### src/rtl/serial_pattern_tx_pkg.sv
// ---------------------------------------------------------------------------
// serial_pattern_tx_pkg
//   Shared definitions for the serial pattern transmitter.
//   - tx_state_t : FSM state codes (3-bit), also exposed on state_dbg.
//   - BIT_HI/BIT_LO : line levels.
//       They use the same polarity as found/notfound in the sequence
//       detectors, so a bench can wire serial_out straight into them.
// ---------------------------------------------------------------------------
package serial_pattern_tx_pkg;

    typedef enum logic [2:0] {
        ST_IDLE  = 3'd0,
        ST_SHIFT = 3'd1,
        ST_GAP   = 3'd2,
        ST_DONE  = 3'd3
    } tx_state_t;

    localparam logic BIT_HI = 1'b1;
    localparam logic BIT_LO = 1'b0;

endpackage

### src/rtl/tx_shift_reg.sv
// ---------------------------------------------------------------------------
// tx_shift_reg
//   Holds the latched pattern copy and the working shift register.
//   The first bit of every repetition is driven onto the line by the caller
//   (from din on load, from first_bit on reload). The working register
//   therefore always holds the bits that remain *after* the one on the line.
// Ports
//   clk, reset  : clock, async active-low reset
//   load        : latch din as the pattern; working reg <= din << 1
//   reload      : working reg <= latched pattern << 1 (start of a repetition)
//   shift       : working reg <<= 1
//   din         : pattern input
//   msb         : next bit to transmit (working reg MSB)
//   first_bit   : MSB of the latched pattern
// ---------------------------------------------------------------------------
module tx_shift_reg #(
    parameter int WIDTH = 4
) (
    input  logic             clk,
    input  logic             reset,
    input  logic             load,
    input  logic             reload,
    input  logic             shift,
    input  logic [WIDTH-1:0] din,
    output logic             msb,
    output logic             first_bit
);

    logic [WIDTH-1:0] pat;
    logic [WIDTH-1:0] shreg;

    always_ff @(posedge clk or negedge reset) begin
        if (!reset) begin
            pat   <= '0;
            shreg <= '0;
        end else if (load) begin
            pat   <= din;
            shreg <= din << 1;
        end else if (reload) begin
            shreg <= pat << 1;
        end else if (shift) begin
            shreg <= shreg << 1;
        end
    end

    assign msb       = shreg[WIDTH-1];
    assign first_bit = pat[WIDTH-1];

endmodule

### src/rtl/serial_pattern_tx.sv
// ---------------------------------------------------------------------------
// serial_pattern_tx
//   Latches a WIDTH-bit pattern on start and shifts it out MSB-first, one
//   bit per clock, (repeat_n+1) times. Optionally GAP idle cycles separate
//   the repetitions. done pulses for one cycle after the last bit.
//
// Handshake (start/ready):
//   A start is accepted on a rising edge where ready=1. A start seen while
//   ready=0 is dropped, not queued. ready goes low on the accepting edge and
//   returns high on the edge that enters IDLE.
//
// Ports
//   clk          : clock, rising edge
//   reset        : asynchronous, active-low reset
//   start        : begin a frame (sampled while ready=1)
//   pattern      : WIDTH-bit pattern, latched at start
//   repeat_n     : extra repetitions (total = repeat_n+1), latched at start
//   abort        : cancel an active frame (SHIFT/GAP) without a done pulse
//   ready        : block is idle and accepts start
//   serial_out   : transmitted bit, 0 whenever serial_valid=0
//   serial_valid : serial_out carries a pattern bit
//   done         : one-cycle pulse after the last bit of a frame
//   state_dbg    : current FSM state code
// ---------------------------------------------------------------------------
module serial_pattern_tx
    import serial_pattern_tx_pkg::*;
#(
    parameter int WIDTH = 4,
    parameter int CNT_W = 4,
    parameter int GAP   = 0
) (
    input  logic             clk,
    input  logic             reset,
    input  logic             start,
    input  logic [WIDTH-1:0] pattern,
    input  logic [CNT_W-1:0] repeat_n,
    input  logic             abort,
    output logic             ready,
    output logic             serial_out,
    output logic             serial_valid,
    output logic             done,
    output logic [2:0]       state_dbg
);

    localparam int              BIT_W    = $clog2(WIDTH);
    localparam logic [BIT_W-1:0] BIT_LAST = BIT_W'(WIDTH - 1);
    localparam bit              HAS_GAP  = (GAP > 0);
    localparam int              GAP_W    = (GAP > 1) ? $clog2(GAP) : 1;
    localparam logic [GAP_W-1:0] GAP_LAST = (GAP > 0) ? GAP_W'(GAP - 1) : '0;

    tx_state_t        state;
    logic [BIT_W-1:0] bit_cnt;   // bits still to send after the one on the line
    logic [CNT_W-1:0] rep_cnt;   // repetitions still to start
    logic [GAP_W-1:0] gap_cnt;   // gap cycles remaining after the current one

    logic sr_load;
    logic sr_reload;
    logic sr_shift;
    logic sr_msb;
    logic sr_first;

    // The last bit of a repetition with more repetitions to follow.
    logic last_bit_more;
    assign last_bit_more = (state == ST_SHIFT) && (bit_cnt == '0) && (rep_cnt != '0);

    assign sr_load   = (state == ST_IDLE) && start;
    assign sr_shift  = (state == ST_SHIFT) && !abort && (bit_cnt != '0);
    // Reload at the edge where the first bit of the next repetition goes out:
    // straight from SHIFT when there is no gap, else at the end of GAP.
    assign sr_reload = !abort &&
                       ((last_bit_more && !HAS_GAP) ||
                        ((state == ST_GAP) && (gap_cnt == '0)));

    tx_shift_reg #(.WIDTH(WIDTH)) u_shreg (
        .clk       (clk),
        .reset     (reset),
        .load      (sr_load),
        .reload    (sr_reload),
        .shift     (sr_shift),
        .din       (pattern),
        .msb       (sr_msb),
        .first_bit (sr_first)
    );

    always_ff @(posedge clk or negedge reset) begin
        if (!reset) begin
            state        <= ST_IDLE;
            bit_cnt      <= '0;
            rep_cnt      <= '0;
            gap_cnt      <= '0;
            ready        <= 1'b1;
            serial_out   <= BIT_LO;
            serial_valid <= 1'b0;
            done         <= 1'b0;
        end else begin
            done <= 1'b0;
            case (state)
                ST_IDLE: begin
                    // start beats abort here: abort only cancels an active frame
                    if (start) begin
                        state        <= ST_SHIFT;
                        ready        <= 1'b0;
                        rep_cnt      <= repeat_n;
                        bit_cnt      <= BIT_LAST;
                        serial_out   <= pattern[WIDTH-1];
                        serial_valid <= 1'b1;
                    end
                end

                ST_SHIFT: begin
                    if (abort) begin
                        state        <= ST_IDLE;
                        ready        <= 1'b1;
                        serial_out   <= BIT_LO;
                        serial_valid <= 1'b0;
                    end else if (bit_cnt != '0) begin
                        bit_cnt    <= bit_cnt - 1'b1;
                        serial_out <= sr_msb;
                    end else if (rep_cnt != '0) begin
                        rep_cnt <= rep_cnt - 1'b1;
                        if (HAS_GAP) begin
                            state        <= ST_GAP;
                            gap_cnt      <= GAP_LAST;
                            serial_out   <= BIT_LO;
                            serial_valid <= 1'b0;
                        end else begin
                            // No bubble: first bit of the next repetition.
                            bit_cnt    <= BIT_LAST;
                            serial_out <= sr_first;
                        end
                    end else begin
                        state        <= ST_DONE;
                        serial_out   <= BIT_LO;
                        serial_valid <= 1'b0;
                        done         <= 1'b1;
                    end
                end

                ST_GAP: begin
                    if (abort) begin
                        state <= ST_IDLE;
                        ready <= 1'b1;
                    end else if (gap_cnt == '0) begin
                        state        <= ST_SHIFT;
                        bit_cnt      <= BIT_LAST;
                        serial_out   <= sr_first;
                        serial_valid <= 1'b1;
                    end else begin
                        gap_cnt <= gap_cnt - 1'b1;
                    end
                end

                ST_DONE: begin
                    state <= ST_IDLE;
                    ready <= 1'b1;
                end

                default: begin
                    state        <= ST_IDLE;
                    ready        <= 1'b1;
                    serial_out   <= BIT_LO;
                    serial_valid <= 1'b0;
                end
            endcase
        end
    end

    assign state_dbg = state;

endmodule
### config.mk
export PLATFORM = sky130hd
export DESIGN_NAME = serial_pattern_tx
export DESIGN_NICKNAME = d
export VERILOG_FILES = /design/src/rtl/serial_pattern_tx_pkg.sv /design/src/rtl/tx_shift_reg.sv /design/src/rtl/serial_pattern_tx.sv
export SDC_FILE = /design/constraint.sdc
export NUM_CORES = 1
export LEC_CHECK = 0
export ABC_AREA = 0
export CELL_PAD_IN_SITES_DETAIL_PLACEMENT = 1
export CELL_PAD_IN_SITES_GLOBAL_PLACEMENT = 1
export CORE_ASPECT_RATIO = 0.9
export CORE_MARGIN = 2
export CORE_UTILIZATION = 25
export CTS_BUF_LIST = sky130_fd_sc_hd__clkbuf_8 sky130_fd_sc_hd__clkbuf_16
export CTS_CLUSTER_DIAMETER = 200
export DETAILED_ROUTE_END_ITERATION = 10
export DONT_BUFFER_PORTS = 1
export GPL_ROUTABILITY_DRIVEN = 0
export MAX_ROUTING_LAYER = met4
export PLACE_DENSITY = 0.42
export RECOVER_POWER = 25
export SLEW_MARGIN = 15
export SYNTH_ARGS = -nofsm -noshare
export SYNTH_HDL_FRONTEND = slang
export SYNTH_SLANG_ARGS = --single-unit
### constraint.sdc
create_clock -name clk -period 2.7 [get_ports clk]
set_input_delay 0.54 -clock clk [delete_from_list [all_inputs] [get_ports clk]]
set_output_delay 0.54 -clock clk [all_outputs]
set_load 0.1 [all_outputs]
After elaboration in Yosys (flattened, before gate mapping) --
Cells that the tools add are included.
Storage, ports and cells: bits in registers 22, input port bits 12, output and inout bits 7
Operators by class: add/subtract/negate cells 3, equality and inequality tests 14, muxes and demuxes 44, bitwise operators 3, reduce and logical (&&, ||, !) cells 24
Operators by type and width (number):
- 4-bit 2-to-1 mux | 7
- 1-bit 2-to-1 mux | 19
- 3-bit 2-to-1 mux | 6
- 2-bit 2-to-1 mux | 6
- 6-bit AND reduction | 2
- 2-bit inequality test, second input constant | 5
- 3-bit inequality test, second input constant | 3
- 3-bit case mux with 3 select lines | 1
- 1-bit case mux with 4 select lines | 2
- 4-bit case mux with 2 select lines | 1
- 4-bit AND reduction | 2
- 1-bit logical AND | 7
- 3-bit by 2-bit equality test with 1-bit output, second input constant | 2
- 2-bit case mux with 3 select lines | 1
- 3-bit nonzero test | 2
- 5-bit AND reduction | 1
- 2-bit by 1-bit inequality test with 1-bit output, second input constant | 2
- 2-bit AND reduction | 2
- 2-bit nonzero test | 2
- 4-bit nonzero test | 1
- 4-bit by 1-bit subtractor with 4-bit output, second input constant | 1
- 3-bit by 1-bit equality test with 1-bit output, second input constant | 1
- 3-bit zero test | 1
- 3-bit by 1-bit inequality test with 1-bit output, second input constant | 1
- 8 further kinds | 10

Logic depth before layout (Yosys ltp) --
Gate-level depths: netlist of run 1.
depth in word-level cells 7, gate-level depth with buffers 7, depth with buffers taken out 6

Modules after synthesis --
A second synthesis of run 1 with hierarchy kept.
Second synthesis, totals: cells, all modules 116, area, all modules 1113.6 um^2
Modules (own cells, without submodules):
- serial_pattern_tx | instances 1, cells an instance 88, area each 805.8 um^2, sequential area each 301.5 um^2
- tx_shift_reg | instances 1, cells an instance 28, area each 307.8 um^2, sequential area each 175.2 um^2

Least setup slack after synthesis of run 1 --
No wires, ideal clock.
kind flip-flop to flip-flop, from reg state[1], in the netlist state_dbg[1], to reg u_shreg.shreg[2], setup time 0.123 ns, arrival 2.349 ns, slack 0.228 ns, stages on the path, launching flop included 8, buffers on the path 1, clock period less this slack 2.472 ns, path through dfrtp_1 -> inv_1 -> ha_1 -> buf_4 -> nand3b_1 -> o21bai_2 -> or3_4 -> o221a_1
Between the ends: cells in the longest elaborated chain, start to end 7, elaborated cells between the ends (all ways) 14, those cells by class eq/ne (2); mux (2); reduce/logical (10)
Ends and longest elaborated chain:
- start: declaration | RTL line serial_pattern_tx.sv:51 | tx_state_t state;
- start signal: assignment | RTL line serial_pattern_tx.sv:87 | state <= ST_IDLE;
- start signal: assignment | RTL line serial_pattern_tx.sv:101 | state <= ST_SHIFT;
- start signal: assignment | RTL line serial_pattern_tx.sv:112 | state <= ST_IDLE;
- 3-bit by 1-bit equality test with 1-bit output | RTL line serial_pattern_tx.sv:64, serial_pattern_tx.sv:67
- 1-bit logical AND (2 in a row) | RTL line serial_pattern_tx.sv:64 | assign last_bit_more = (state == ST_SHIFT) && (bit_cnt == '0) && (rep_cnt != '0);
- 1-bit logical OR | RTL line serial_pattern_tx.sv:71 | ((last_bit_more && !HAS_GAP) ||
- 1-bit logical AND | RTL line serial_pattern_tx.sv:70 | assign sr_reload = !abort &&
- 4-bit 2-to-1 mux | RTL line tx_shift_reg.sv:39 | end else if (reload) begin
- 4-bit 2-to-1 mux | RTL line tx_shift_reg.sv:36 | end else if (load) begin
- end signal: assignment | RTL line tx_shift_reg.sv:38 | shreg <= din << 1;
- end signal: assignment | RTL line tx_shift_reg.sv:40 | shreg <= pat << 1;
- end signal: assignment | RTL line tx_shift_reg.sv:42 | shreg <= shreg << 1;
- end: declaration | RTL line tx_shift_reg.sv:30 | logic [WIDTH-1:0] shreg;
Several ways; a longest one is shown, not always the timed one. A chain may end at the register's enable or synchronous reset.

Worst setup path in the final report of run 1 --
from reg rep_cnt[0], to reg u_shreg.shreg[3]
Between the ends: cells in the longest elaborated chain, start to end 6, elaborated cells between the ends (all ways) 7, those cells by class mux (2); reduce/logical (5)
Ends and longest elaborated chain:
- start: declaration | RTL line serial_pattern_tx.sv:53 | logic [CNT_W-1:0] rep_cnt;
- start signal: assignment | RTL line serial_pattern_tx.sv:103 | rep_cnt <= repeat_n;
- start signal: assignment | RTL line serial_pattern_tx.sv:120 | rep_cnt <= rep_cnt - 1'b1;
- 4-bit nonzero test (*) | RTL line serial_pattern_tx.sv:64
- 1-bit logical AND (*) | RTL line serial_pattern_tx.sv:64
- 1-bit logical OR (*) | RTL line serial_pattern_tx.sv:71
- 1-bit logical AND (*) | RTL line serial_pattern_tx.sv:70
- 4-bit 2-to-1 mux | RTL line tx_shift_reg.sv:39
- 4-bit 2-to-1 mux | RTL line tx_shift_reg.sv:36
Mark *: on every way between the ends. The rest lies on a longest branch, timed or not.

==> out/results.ini, run 1 <==
[status]
status = finished clean

[routing]
vias = 946
avgRoutedWirePerCell_um = 16.0
drtIter0Drc = 28
routed_via_density = 4.88
drc = 0
routed_wl_um = 3100
ant_nets = 0
firstDrtPassIters = 4

[critical_path]
crit_buf_inv = 1
cp_slowest_stage_delay_ns = 0.41
path_cells = inv_1 -> ha_1 -> nor3b_4 -> o21bai_2 -> or3_4 -> o221a_1
reg2regPathDepth = 6
critPathMaxFanout = 8
arrival_ns = 2.23
crit_type = reg2reg
r2r-end = u_shreg.shreg[3]
required_ns = 2.85
critical-path-top-delay-family = simple AND/OR/NAND/NOR gates
startpoint_type = register
r2r_start = rep_cnt[0]
regToRegSetupSlack_ns = 0.62
crit_slowest_cell = dfrtp_1
worst_setup_path_end_kind = register

[synth]
synth.distinct_cells = 38
syn_inst = 129
syn-cell-area_sq_um = 1200
synth_edf_count = 0
synth_ff_type = dfrtp_1
synthArstFlopShare_pct = 100
synth.top_cell.area_share_pct = 37.5
synth.avg_cell_area_sq_um = 9.32
yosysWarnings = 0
ys_top_cells_by_area = dfrtp_1, ha_1, mux2_2, o21ai_0, nand2b_1
yosys_register_bits = 19
yosys.area.top_type = dfrtp_1
seq_area_frac_synth_pct = 39.6
syn-num-nets = 148

[clocking]
cts_tree = done
cts_root_buf = clkbuf_8
cts_buffers = 3
clkSlewWorstSetupHoldPaths_ns = 0.08
clock_latency_ns = 0.26
cts_resized = 0
htreeDepth = 1
clk_path_buf_depth = 2
clkSinkCount = 19

[final_layout]
n_antenna_cell = 0
fin_nets = 152
layout_commonest_cell = dfrtp_1
final_cell_mix = dfrtp_1, nand2_1, inv_1
drive_gt1_share_pct = 13.6
synthToLayoutAreaGrowth_pct = 10.7
fillers = 551

[placement]
numPortBuffers = 0
hpwl_um = 2360

[die]
pin_count = 19
initial_core_util_pct = 26.4
floorplan.rows = 23
die_h_um = 69.8
core_area_sq_um = 4550
dieArea_sq_um = 5380
die_w_um = 77.1

[pwr]
power_w = 0.00159
ir_worst_vdd_v = 0.000324
power_density_nw_per_um2 = 1200
leakage_nw = 0.573

[global_route]
grt_max_degree = 19
overflow = 0
grt_first_pass_wirelength_um = 5230
grt_pass1_vias = 982
antenna_found_initial = 0
grtUsageTotal_pct = 12.5

[sta]
period_minus_slack_ns = 2.08
fin_crit_sh_pct = 77.1
tightestPinTransition_ns = 0.915
hold_violations = 0
max_freq_ghz = 0.480
setup_viol = 0
fin_setup_tns_ns = 0
slew_headroom_pct = 39.0
maxSlewViolCount = 0
rsz0062_at_grt = false
finalClockSkew_ns = 0.00177

[run]
cap_violations = 0

[min_path]
min_path_type = in2async

worst reg2reg max path, stage by stage (launching register included):
cell and delay [ns]:
dfrtp_1 0.41, inv_1 0.12, ha_1 0.21, nor3b_4 0.41
o21bai_2 0.20, or3_4 0.38, o221a_1 0.25
per-stage QoR:
| step | setup WS (ns) | cell area [sq um] | hold WS (ns) | cells | util, % |
|---|---|---|---|---|---|
| after global routing | 0.472 | 1330 | 0.0960 | 194 | 29.3 |
| final | 0.618 | 1330 | 0.115 | 194 | 29.3 |
| after floorplan | 0.228 | 1200 | 0.244 | 129 | - |
| after CTS | 0.608 | 1340 | 0.104 | 194 | 29.4 |
| after global placement | 0.641 | 1280 | 0.245 | 189 | 28.1 |
| after detailed placement | 0.633 | 1280 | 0.246 | 189 | 28.1 |
flip-flops by register name, summed over array words and instances (netlist names):
name	flops
bit_cnt	2
done	1
ready	1
rep_cnt	4
serial_out	1
serial_valid	1
state_dbg	2
u_shreg.pat	4
u_shreg.shreg	3
how the worst max path moves through the flow:
stage	start	to	depth (start not counted)
final	rep_cnt[0]	u_shreg.shreg[3]	6
after global routing	bit_cnt[0]	rep_cnt[1]	6
after CTS	rep_cnt[0]	u_shreg.shreg[3]	6
after detailed placement	rep_cnt[0]	u_shreg.shreg[3]	6
after global placement	rep_cnt[0]	u_shreg.shreg[2]	6
after floorplan	state_dbg[1]	u_shreg.shreg[2]	7
cell usage after synthesis (3+ instances only):
| cell type | instances |
|---|---|
| mux2_2 | 6 |
| o21ai_0 | 9 |
| nand2_1 | 11 |
| nor3_1 | 4 |
| inv_1 | 10 |
| nor2_1 | 9 |
| ha_1 | 7 |
| nor2b_1 | 4 |
| a221oi_1 | 3 |
| clkbuf_1 | 3 |
| dfrtp_1 | 18 |
| o22ai_1 | 3 |
| a21oi_1 | 5 |
| nand2b_1 | 7 |
routing by layer:
metal	share of wire, %	up-vias	track usage [%]
met5	0	-	-
met4	0.26	0	1.79
met3	4.8	2	4.04
met2	43	18	18.4
met1	52	457	17.3
li1	-	469	-
cell families (layout without fill, tap and decap cells):
logic type                 count (synthesis)  in the layout  synth area share (%)
other                                      1              1                 0.312
adders and majority gates                  7              7                  7.28
DFF                                       19             19                  39.6
buffers and inverters                     16             19                  5.72
and+or+nand+nor                           44             44                  20.0
AOI/OAI and AO/OA                         36             36                  21.4
muxes                                      6              6                  5.62
report_power, final:
part / internal [W] / leakage (nW) / switching [W]
Combinational: 0.000293 / 0.323 / 0.000401
Sequential: 0.000418 / 0.225 / 0.000277
Clock: 0.000103 / 0.0255 / 0.000101
Total: 0.000813 / 0.573 / 0.000778
layout make-up:
class | count | area [sq um] | area share (%)
multi-input combinational | 94 | 657 | 49.3
sequential | 19 | 477 | 35.8
tap | 62 | 77.6 | 5.83
clock buffer | 3 | 41.3 | 3.10
inverter | 10 | 37.5 | 2.82
timing repair buffer | 5 | 36.3 | 2.73
clock inverter | 1 | 5.00 | 0.376
repair_timing:
item / CTS / global route
hold buffers: 1 / 0
setup buffers: 0 / 0
hold endpoints to repair: 18 / 0
Note: power is estimated with default switching activity, not from simulation.
==> inputs of run 2 (changes only) <==
Settings changed: PLACE_DENSITY 0.42 to 0.44.
Clock period 2.7 ns to 1.9 ns, I/O delays scaled along.
==> run 2 against run 1 <==
  * Core utilization up 4.3 points
  * Setup slack worse by 0.55 ns
  * Via count up 10%
  * Die area unchanged
==> out/results.ini, run 2 (synthesis results as in run 1) <==
[die]
initial_core_util_pct = 26.4  ; unchanged
floorplan.rows = 23  ; unchanged
die_h_um = 69.8  ; unchanged
pin_count = 19  ; unchanged
core_area_sq_um = 4550  ; unchanged
dieArea_sq_um = 5380  ; unchanged
die_w_um = 77.1  ; unchanged

[routing]
met1_length_um = 1730  ; was 1600 um
vias = 1041  ; was 946
ant_nets = 0  ; unchanged
routed_via_density = 4.91  ; was 4.88
drc = 0  ; unchanged
wl_met3_um = 156  ; was 148 um
routed_wl_um = 3530  ; was 3100 um
wl_met2_um = 1630  ; was 1340 um
firstDrtPassIters = 4  ; unchanged
top_layer_used = met4  ; unchanged
drtIter0Drc = 46  ; was 28
avgRoutedWirePerCell_um = 16.6  ; was 16.0 um

[final_layout]
drive_gt1_share_pct = 30.7  ; was 13.6%
fillers = 557  ; was 551
reg.largest.list = rep_cnt x4, u_shreg.pat x4, u_shreg.shreg x3  ; unchanged
synthToLayoutAreaGrowth_pct = 27.1  ; was 10.7%
fin_nets = 170  ; was 152
final_cell_mix = dfrtp_1, buf_4, nand2_1  ; was dfrtp_1, nand2_1, inv_1
fin_area_sq_um = 1530  ; was 1330 sq um
n_antenna_cell = 0  ; unchanged

[sta]
period_minus_slack_ns = 1.83  ; was 2.08 ns
max_freq_ghz = 0.546  ; was 0.480 GHz
finalClockSkew_ns = 0.00633  ; was 0.00177 ns
slew_headroom_pct = 38.0  ; was 39.0%
hold_violations = 0  ; unchanged
setup_viol = 0  ; unchanged
fin_crit_sh_pct = 96.4  ; was 77.1%
tightestPinTransition_ns = 0.927  ; was 0.915 ns
maxSlewViolCount = 0  ; unchanged
rsz0062_at_grt = true  ; was false
worst_slack_ns = 0.0679  ; was 0.618 ns

[global_route]
overflow = 0  ; unchanged
grt_first_pass_wirelength_um = 5970  ; was 5230 um
grtUsageTotal_pct = 14.4  ; was 12.5%
antenna_found_initial = 0  ; unchanged
grt_max_degree = 20  ; was 19
grt_pass1_vias = 1146  ; was 982

[critical_path]
crit_type = reg2reg  ; unchanged
crit_buf_inv = 1  ; unchanged
critPathMaxFanout = 5  ; was 8
crit_slowest_cell = dfrtp_1  ; unchanged
startpoint_type = register  ; unchanged
critical-path-top-delay-family = simple AND/OR/NAND/NOR gates  ; unchanged
required_ns = 2.04  ; was 2.85 ns
path_cells = inv_2 -> ha_4 -> nor3b_4 -> o21bai_4 -> or3_4 -> o221a_1  ; was inv_1 -> ha_1 -> nor3b_4 -> o21bai_2 -> or3_4 -> o221a_1
worst_setup_path_end_kind = register  ; unchanged
cp_slowest_stage_delay_ns = 0.41  ; about the same
arrival_ns = 1.97  ; was 2.23 ns

[clocking]
clkSinkCount = 19  ; unchanged
cts_buffers = 3  ; unchanged
cts_root_buf = clkbuf_8  ; unchanged
clk_path_buf_depth = 2  ; unchanged
htreeDepth = 1  ; unchanged
clock_latency_ns = 0.26  ; about the same
cts_tree = done  ; unchanged
clkSlewWorstSetupHoldPaths_ns = 0.07  ; was 0.08 ns

[run]
cap_violations = 0  ; unchanged

[pwr]
power_density_nw_per_um2 = 1670  ; was 1200 nW/um^2
power_w = 0.00256  ; was 0.00159 W
ir_worst_vdd_v = 0.00115  ; was 0.000324 V
leakage_nw = 0.670  ; was 0.573 nW

[placement]
place_area_sq_um = 1410  ; was 1280 sq um
numPortBuffers = 0  ; unchanged
hpwl_um = 2720  ; was 2360 um
post-place-ws_ns = -0.0858  ; was 0.633 ns

[min_path]
min_path_type = in2reg  ; was in2async

[status]
status = finished clean  ; unchanged

-- run 2: cell count changes in the layout (fill, tap and decap cells not counted), sizes merged --
cell and delta:
clkbuf +4, clkinv -1, buf +14, inv +1
-- run 2: area by class of cell --
class / instances / area [sq um] / area share (%)
clock inverters: 1 / 3.75 / 0.246
repair buffers: 23 / 166 / 10.9
multi-input cells: 94 / 717 / 46.9
clock buffers: 3 / 41.3 / 2.70
well taps: 62 / 77.6 / 5.08
flip-flops and latches: 19 / 484 / 31.7
inverters: 10 / 37.5 / 2.46
-- run 2: final timing paths --
| kind | from | end | slack [ns] | depth (start not counted) |
|---|---|---|---|---|
| max in group asynchronous | reset | state_dbg[0] | 0.52 | 1 |
| worst min-delay path | pattern[2] | u_shreg.pat[2] | 0.27 | 1 |
| min in group asynchronous | reset | rep_cnt[1] | 0.70 | 1 |
| worst max-delay path | rep_cnt[0] | u_shreg.shreg[2] | 0.07 | 6 |
| worst min register to register | u_shreg.pat[0] | u_shreg.pat[0] | 0.49 | 2 |
| worst max register to register | rep_cnt[0] | u_shreg.shreg[2] | 0.07 | 6 |
-- run 2: repair_timing --
action | in CTS | in global routing
buffers inserted | 2 | 3
gates resized for setup | 0 | 11
hold buffers | 1 | 0
endpoints found under the hold margin | 19 | 0
setup endpoints to repair | 2 | 11
cloned | 0 | 0
pin swaps | 0 | 3
-- run 2: metrics by stage --
stage	hold WS [ns]	util (%)	TNS, ns	instances
4_1_cts	0.257	32.5	-0.00104	209
5_1_grt	0.248	33.6	-0.0746	212
3_5_place_dp	0.0859	30.9	-0.162	202
3_3_place_gp	0.0853	30.9	-0.0735	202
2_1_floorplan	0.0844	-	-0.314	129
6_report	0.270	33.6	0	212
-- run 2: routing by layer --
metal | up-vias | track usage [%]
li1 | 503 | -
met1 | 520 | 18.6
met2 | 16 | 22.5
met3 | 2 | 4.30
met4 | 0 | 2.98
met5 | - | -
-- run 2: report_power, final --
group	total (W)	internal (W)	switching (W)	leakage, nW
Combinational	0.00146	0.000608	0.000853	0.422
Clock	0.000278	0.000144	0.000134	0.0269
Sequential	0.000817	0.000606	0.000211	0.222
-- run 2: worst reg2reg max path, delay by kind of cell, from the launching register on --
family	cells	cell delay, ns
simple gates	2	0.66
flops	1	0.41
compound gates	2	0.40
fa+ha+maj	1	0.15
buf+inv	1	0.11
